## src/rtl/cache_arbiter.sv

```systemverilog
// cache_arbiter: shares the pmem line port between icache and dcache; the dcache wins unless
// the icache has waited STARVE_LIMIT grants. Macro CACHE_ARBITER_PERF_CNT_EN adds grant counters.
module cache_arbiter #(
  parameter int LINE_W       = 256,
  parameter int ADDR_W       = 32,
  parameter int STARVE_LIMIT = 4
) (
  input  logic              clk,
  input  logic              rst_n,
  input  logic              i_read,
  input  logic [ADDR_W-1:0] i_address,
  output logic [LINE_W-1:0] i_rdata,
  output logic              i_resp,
  input  logic              d_read,
  input  logic              d_write,
  input  logic [ADDR_W-1:0] d_address,
  input  logic [LINE_W-1:0] d_wdata,
  output logic [LINE_W-1:0] d_rdata,
  output logic              d_resp,
  output logic              pmem_read,
  output logic              pmem_write,
  output logic [ADDR_W-1:0] pmem_address,
  output logic [LINE_W-1:0] pmem_wdata,
  input  logic [LINE_W-1:0] pmem_rdata,
`ifdef CACHE_ARBITER_PERF_CNT_EN
  output logic [31:0]       perf_i_grants,
  output logic [31:0]       perf_d_grants,
  output logic [31:0]       perf_conflicts,
`endif
  input  logic              pmem_resp
);
  localparam int SW = (STARVE_LIMIT > 0) ? $clog2(STARVE_LIMIT + 1) : 1;
  localparam logic [SW-1:0] LIMIT = SW'(STARVE_LIMIT);

  typedef enum logic [1:0] {IDLE, SERVE_I, SERVE_D, DONE} state_t;

  state_t        state_reg;
  logic [SW-1:0] streak_reg;
  logic          d_req;
  logic          force_i;
  logic          grant_d;
  logic          grant_i;

  assign d_req   = d_read | d_write;
  assign force_i = (STARVE_LIMIT != 0) && i_read && (streak_reg == LIMIT);
  assign grant_d = d_req && !force_i;
  assign grant_i = i_read && !grant_d;

  // Both requesters see the raw pmem line; only their own resp pulse qualifies it.
  assign i_rdata = pmem_rdata;
  assign d_rdata = pmem_rdata;
  assign i_resp  = (state_reg == SERVE_I) && pmem_resp;
  assign d_resp  = (state_reg == SERVE_D) && pmem_resp;

  always_ff @(posedge clk) begin
    if (!rst_n) begin
      state_reg    <= IDLE;
      streak_reg   <= '0;
      pmem_read    <= 1'b0;
      pmem_write   <= 1'b0;
      pmem_address <= '0;
      pmem_wdata   <= '0;
    end else begin
      case (state_reg)
        IDLE: begin
          if (grant_d) begin
            state_reg    <= SERVE_D;
            pmem_address <= d_address;
            pmem_wdata   <= d_wdata;
            // A simultaneous read and write is serviced as a write-back.
            pmem_write   <= d_write;
            pmem_read    <= ~d_write;
            if (!i_read)
              streak_reg <= '0;
            else if (streak_reg != LIMIT)
              streak_reg <= streak_reg + SW'(1);
          end else if (grant_i) begin
            state_reg    <= SERVE_I;
            pmem_address <= i_address;
            pmem_wdata   <= '0;
            pmem_read    <= 1'b1;
            pmem_write   <= 1'b0;
            streak_reg   <= '0;
          end
        end
        SERVE_I, SERVE_D: begin
          if (pmem_resp) begin
            pmem_read  <= 1'b0;
            pmem_write <= 1'b0;
            state_reg  <= DONE;
          end
        end
        DONE:    state_reg <= IDLE;
        default: state_reg <= IDLE;
      endcase
    end
  end

`ifdef CACHE_ARBITER_PERF_CNT_EN
  always_ff @(posedge clk) begin
    if (!rst_n) begin
      perf_i_grants  <= '0;
      perf_d_grants  <= '0;
      perf_conflicts <= '0;
    end else if (state_reg == IDLE) begin
      if (grant_d)
        perf_d_grants <= perf_d_grants + 32'd1;
      if (grant_i)
        perf_i_grants <= perf_i_grants + 32'd1;
      if (i_read && d_req)
        perf_conflicts <= perf_conflicts + 32'd1;
    end
  end
`endif

`ifdef CACHE_ARBITER_RW_CHECK
  always_ff @(posedge clk) begin
    if (rst_n && (state_reg == IDLE) && d_read && d_write)
      $error("cache_arbiter: d_read and d_write asserted together");
  end
`endif

endmodule
```

## config.mk

```make
export PLATFORM = sky130hd
export DESIGN_NAME = cache_arbiter
export DESIGN_NICKNAME = d
export VERILOG_FILES = /design/src/rtl/cache_arbiter.sv
export SDC_FILE = /design/constraint.sdc
export NUM_CORES = 1
export LEC_CHECK = 0
export CAP_MARGIN = 20
export CORE_AREA = 4 4 532 534
export CTS_CLUSTER_DIAMETER = 120
export DETAILED_ROUTE_END_ITERATION = 6
export DIE_AREA = 0 0 536 538
export HOLD_SLACK_MARGIN = 0.12
export PLACE_DENSITY = 0.33
export RECOVER_POWER = 100
export SLEW_MARGIN = 20
export SYNTH_ARGS = -nofsm -noshare
export SYNTH_HDL_FRONTEND = slang
export SYNTH_SLANG_ARGS = --single-unit
```

## constraint.sdc

```tcl
create_clock -name clk -period 2 [get_ports clk]
set_input_delay 0.4 -clock clk [delete_from_list [all_inputs] [get_ports clk]]
set_output_delay 0.4 -clock clk [all_outputs]
set_load 0.005 [all_outputs]
```

Word-level counts from Yosys, hierarchy flattened
Index checks and enable logic that the tools add are counted. W data, S select, Z words.

Register bits: 295. Input bits: 582. Logic and storage cells: 51.

$add $sub $neg: 1. Equal/unequal tests: 8. Multiplexer cells: 19. Bitwise gates (word level): 2. Reductions and logical operators: 15.

Operator list (count): $mux W256 (2); $mux W32 (2); $mux W3 (4); $mux W2 (3); $ne A3 B3 Y1 const B (2); $pmux W2 S3 (1); $reduce_and A3 Y1 (2); $logic_and A1 B1 Y1 (5); $mux W1 (5); $eq A2 B2 Y1 const B (2); $pmux W1 S2 (2); $reduce_and A2 Y1 (2); $reduce_bool A2 Y1 (2); $add A3 B1 Y3 const B (1); $eq A3 B3 Y1 const B (1); $ne A3 B2 Y1 const B (1); $eq A2 B1 Y1 const B (1); $logic_not A1 Y1 (2); $logic_not A2 Y1 (1); $ne A2 B2 Y1 const B (1); $reduce_or A2 Y1 (1); $not A1 Y1 (1); $or A1 B1 Y1 (1).

Depth between registers and ports, before layout
Depth in word-level cells: 9. Mapped depth: 10.

Worst setup path before layout
No wires, ideal clock.

Path type: in2reg. Start: input port d_write. End: register pmem_wdata[0]. Library setup time: 117 ps. Data arrival time: 1757 ps. Slack: 126 ps. Cell stages on the path: 9. Cells stage by stage: or2_1 -> buf_2 -> and2_4 -> buf_6 -> and3_1 -> buf_6 -> buf_6 -> buf_6 -> a22o_1.

Word-level cells in the longest chain between the ends: 6. Elaborated cells between the ends (all ways): 7.

Ends and longest elaborated chain: start: declaration (RTL line 15) `input logic d_write,`; $or A1 B1 Y1 * (RTL line 44) `assign d_req = d_read | d_write;`; $logic_and A1 B1 Y1 * (RTL line 46) `assign grant_d = d_req && !force_i;`; $logic_not A1 Y1 (RTL line 47) `assign grant_i = i_read && !grant_d;`; $logic_and A1 B1 Y1 (RTL line 47); $reduce_bool A2 Y1 (no line); $reduce_and A2 Y1 (no line); end signal: assignment (RTL line 69) `pmem_wdata <= d_wdata;`; end: declaration (RTL line 23) `output logic [LINE_W-1:0] pmem_wdata,`.

Mark *: on every way between the ends. The rest lies on a longest branch, timed or not. A chain may end at the register's enable or synchronous reset.

Worst setup path in the final report
Start: register pmem_wdata[1]. End: output port pmem_wdata[1].

No word-level cell between the ends.

==> metrics.txt <==
# TYPE chip_impl_metric gauge
chip_impl_metric{name="num-nets-final",unit=""} 2044
chip_impl_info{name="type_of_element_launching_the_critical_path",value="flip-flop"} 1
chip_impl_info{name="final_cell_mix",value="sky130_fd_sc_hd__clkdlybuf4s50_1, sky130_fd_sc_hd__dfxtp_1, sky130_fd_sc_hd__a22o_1"} 1
chip_impl_metric{name="worstMarginPinSlew",unit="ps"} 545
chip_impl_metric{name="number_of_flip_flops_in_the_largest_register",unit=""} 256
chip_impl_metric{name="worstSkewPairLatency",unit="ps"} 630
chip_impl_metric{name="tns",unit="ps"} 0
chip_impl_metric{name="cts.path.max_buffers",unit=""} 3
chip_impl_metric{name="synthesis.instances",unit=""} 1318
chip_impl_metric{name="routed_wirelength",unit="mm"} 139
chip_impl_metric{name="drt_first_iter_violations",unit=""} 397
chip_impl_metric{name="flow.area_growth_from_synthesis",unit="%"} 60.7
chip_impl_metric{name="critPathArrivalTime",unit="ps"} 1560
chip_impl_metric{name="finClkSkew",unit="ps"} 31.6
chip_impl_metric{name="finalCriticalPeriod",unit="ps"} 1960
chip_impl_metric{name="final.period_utilization",unit=""} 0.981
chip_impl_metric{name="p_leak",unit="nW"} 7.50
chip_impl_metric{name="first_global_vias",unit=""} 10500
chip_impl_metric{name="synth_compound_gate_area_share",unit=""} 0.209
chip_impl_metric{name="total_switching_power",unit="W"} 0.0102
chip_impl_metric{name="synth.avg_cell_area",unit="sq um"} 10.2
chip_impl_metric{name="routed_length_per_instance",unit="um"} 26.5
chip_impl_metric{name="placement_rows",unit=""} 194
chip_impl_metric{name="grt-ovfl-total",unit=""} 0
chip_impl_metric{name="die_width",unit="um"} 536
chip_impl_metric{name="sequentialPowerShare",unit=""} 0.324
chip_impl_metric{name="setup_failing_eps_final",unit=""} 0
chip_impl_metric{name="cp_num_buf_inv",unit=""} 1
chip_impl_metric{name="grt_start_max_net_pins",unit=""} 40
chip_impl_metric{name="io_pins",unit=""} 1386
chip_impl_metric{name="htree_levels",unit=""} 2
chip_impl_metric{name="worst_ir_drop_vdd",unit="V"} 0.000526
chip_impl_metric{name="power-per-cell-area",unit="mW/mm^2"} 1240
chip_impl_metric{name="post_route_antenna_net_violation_count",unit=""} 0
chip_impl_metric{name="comb_power_share",unit=""} 0.392
chip_impl_metric{name="synth.yosys.warnings",unit=""} 0
chip_impl_metric{name="cts_num_sinks",unit=""} 295
chip_impl_metric{name="yosys.area_share.xor_xnor",unit=""} 0
chip_impl_metric{name="hold_viol",unit=""} 0
chip_impl_metric{name="all_layer_global_routing_usage",unit=""} 0.0904
chip_impl_info{name="cts.root.buffer_cell",value="sky130_fd_sc_hd__clkbuf_16"} 1
chip_impl_metric{name="synth.distinct_cells",unit=""} 33
chip_impl_info{name="critPathSlowestCell",value="sky130_fd_sc_hd__clkdlybuf4s50_1"} 1
chip_impl_metric{name="drc",unit=""} 0
chip_impl_info{name="worst-setup-path-type",value="flip-flop to output pin"} 1
chip_impl_info{name="combinational_family_with_the_most_area_after_synthesis",value="buffers and inverters"} 1
chip_impl_metric{name="dr.pass1.iters",unit=""} 6
chip_impl_metric{name="final_layout_size_suffix_gt1_frac",unit=""} 0.119
chip_impl_metric{name="cap_viol_max_count",unit=""} 0
chip_impl_metric{name="port_buffers",unit=""} 617
chip_impl_info{name="timing.critical_path.to_type",value="output pin"} 1
chip_impl_metric{name="numCtsBuffers",unit=""} 41
chip_impl_metric{name="clk_transition_reported_paths",unit="ps"} 60
chip_impl_metric{name="hpwl",unit="mm"} 126
chip_impl_metric{name="coreArea",unit="sq mm"} 0.278
chip_impl_info{name="clock_tree_from_tritoncts",value="yes"} 1
chip_impl_info{name="outcome",value="finished clean"} 1
chip_impl_metric{name="synth_mux_area_frac",unit=""} 0.000742
chip_impl_metric{name="hold_ws",unit="ps"} 347
chip_impl_metric{name="power_report.internal_total",unit="W"} 0.0167
chip_impl_metric{name="vias",unit=""} 10600
chip_impl_metric{name="timing.fmax",unit="GHz"} 0.510
chip_impl_metric{name="pwr-share-clk",unit=""} 0.284
chip_impl_metric{name="net_switching_fraction_of_the_power",unit=""} 0.378
chip_impl_metric{name="effective_utilization_at_floorplan",unit=""} 0.0484
chip_impl_metric{name="maxSlewHeadroom",unit=""} 0.638
chip_impl_metric{name="antenna_found_initial",unit=""} 67
chip_impl_metric{name="worst-path-max-fanout",unit=""} 2
chip_impl_metric{name="viasPerCell",unit=""} 2.02
chip_impl_metric{name="syn_nets",unit=""} 1906
chip_impl_info{name="cells_along_the_critical_path",value="clkdlybuf4s50_1"} 1
chip_impl_metric{name="slew_violations",unit=""} 0
chip_impl_metric{name="seq_area_frac_synth",unit=""} 0.438
chip_impl_metric{name="die_area",unit="sq mm"} 0.288
chip_impl_metric{name="share_of_synthesized_cell_area_in_and_or_nand_and_nor_gates",unit=""} 0.0209
chip_impl_metric{name="gp_congestion",unit=""} 0.762
chip_impl_info{name="critical_path.top_delay_family",value="buffers and inverters"} 1
chip_impl_metric{name="grt_pass1_wl",unit="mm"} 161
chip_impl_info{name="hold_class",value="input pin to flip-flop"} 1
chip_impl_metric{name="syn_area",unit="sq mm"} 0.0135
chip_impl_metric{name="yosys.area_share.adder",unit=""} 0.00557
chip_impl_metric{name="critPathMaxStageDelay",unit="ps"} 530
chip_impl_metric{name="data_required_time_of_the_worst_path",unit="ps"} 1600
chip_impl_metric{name="chipHeight",unit="um"} 538
chip_impl_info{name="mostFrequentLayoutCell",value="sky130_fd_sc_hd__clkdlybuf4s50_1"} 1
chip_impl_metric{name="post_synthesis_register_bit_count",unit=""} 295
chip_impl_metric{name="n_fill_cell",unit=""} 32500
## layer usage
| metal | GRT usage | part of all wire | vias up |
|---|---|---|---|
| met2 | 0.149 | 0.46 | 1114 |
| li1 | - | - | 4385 |
| met4 | 0.0310 | 0.038 | 4 |
| met3 | 0.0846 | 0.21 | 314 |
| met5 | 0.00691 | 0.0021 | - |
| met1 | 0.0764 | 0.29 | 4751 |
## logic make-up (layout without fill, tap and decap cells)
family | count (synthesis) | count (layout)
compound gates | 363 | 363
fa+ha+maj | 6 | 6
buf+inv | 592 | 760
flops | 295 | 295
mux | 1 | 1
other cells | 0 | 21
simple gates | 61 | 61
## metrics by stage
step / util / cells / power, W / setup WS [ps] / instance area [sq um]
after floorplan: - / 1318 / 0.0130 / 126 / 13500
after global placement: 0.0739 / 5137 / 0.0208 / -267 / 20600
after detailed placement: 0.0739 / 5137 / 0.0208 / -259 / 20600
after CTS: 0.0783 / 5210 / 0.0282 / 2.12 / 21800
after global routing: 0.0777 / 5215 / 0.0286 / -0.0371 / 21600
final: 0.0778 / 5231 / 0.0269 / 38.0 / 21700
## power by group through the flow
stage | Sequential, W | Combinational, W | Clock, W
floorplan | 0.00863 | 0.00439 | 0
global placement | 0.00886 | 0.0119 | 0
detailed placement | 0.00886 | 0.0119 | 0
CTS | 0.00877 | 0.0115 | 0.00800
global route | 0.00892 | 0.0116 | 0.00815
finish | 0.00872 | 0.0105 | 0.00763
## worst reg2reg max path: cells and delay by family, from the launching register on
family          cells  cell delay (ps)
fa+ha+maj           1              190
compound gates      1              250
buf+inv             3              500
flops               1              310
simple gates        3              510
## area by class of cell
| cell class | instances | area, sq um | area share |
|---|---|---|---|
| Clock inverter | 14 | 189 | 0.00872 |
| Inverter | 4 | 15.0 | 0.000693 |
| Antenna cell | 21 | 52.6 | 0.00243 |
| Tap cell | 3724 | 4660 | 0.215 |
| Sequential cell | 295 | 5920 | 0.273 |
| Multi-Input combinational cell | 431 | 3180 | 0.147 |
| Timing Repair Buffer | 683 | 6470 | 0.298 |
| Clock buffer | 59 | 1180 | 0.0546 |
## repair_timing
action	CTS	global route
endpoints found under the setup margin	142	1
buffers inserted	0	0
hold buffers	0	0
gates resized for setup	161	1
## cell usage after synthesis
master                       n  area (sq um)
sky130_fd_sc_hd__o22ai_1     1          6.26
sky130_fd_sc_hd__nor2_1      5          18.8
sky130_fd_sc_hd__a21boi_0    1          7.51
sky130_fd_sc_hd__o31ai_4     1          21.3
sky130_fd_sc_hd__or2_1       1          6.26
sky130_fd_sc_hd__nor2b_1     6          37.5
sky130_fd_sc_hd__a22o_1    256          2240
sky130_fd_sc_hd__nand2_1    38           143
sky130_fd_sc_hd__or3_1       1          6.26
sky130_fd_sc_hd__and2_4      1          8.76
sky130_fd_sc_hd__dfxtp_1   295          5910
sky130_fd_sc_hd__clkbuf_1   16          60.1
sky130_fd_sc_hd__and3_1      1          6.26
sky130_fd_sc_hd__a31oi_1     1          6.26
sky130_fd_sc_hd__buf_1       7          26.3
sky130_fd_sc_hd__nand3_1     1          5.00
sky130_fd_sc_hd__buf_6      29           327
sky130_fd_sc_hd__and4_1      1          8.76
sky130_fd_sc_hd__o21ai_0    33           165
sky130_fd_sc_hd__and2_1      3          18.8
sky130_fd_sc_hd__a32oi_1     2          17.5
sky130_fd_sc_hd__nor4b_1     1          8.76
sky130_fd_sc_hd__inv_1       4          15.0
sky130_fd_sc_hd__mux2i_1     1          10.0
sky130_fd_sc_hd__o21a_1      1          7.51
sky130_fd_sc_hd__a221oi_1    1          8.76
sky130_fd_sc_hd__buf_4     512          3840
sky130_fd_sc_hd__nand2b_1    1          6.26
sky130_fd_sc_hd__a22oi_1     2          15.0
sky130_fd_sc_hd__a21oi_1    64           320
sky130_fd_sc_hd__buf_2      24           120
sky130_fd_sc_hd__ha_1        6          75.1
sky130_fd_sc_hd__nor3b_1     1          7.51
## worst paths after layout
| path | end | slack (ps) | from | cells past startpoint |
|---|---|---|---|---|
| hold reg to reg | pmem_wdata[184]$_SDFFE_PN0P_ | 470 | pmem_wdata[184]$_SDFFE_PN0P_ | 1 |
| setup reg to reg | pmem_wdata[182]$_SDFFE_PN0P_ | 140 | streak_reg[0]$_SDFFE_PN0P_ | 8 |
| setup / recovery | pmem_wdata[1] | 40 | pmem_wdata[1]$_SDFFE_PN0P_ | 1 |
| hold / removal | pmem_address[17]$_SDFFE_PN0P_ | 350 | i_address[17] | 3 |
No activity file was read; power rests on OpenSTA's default activity.
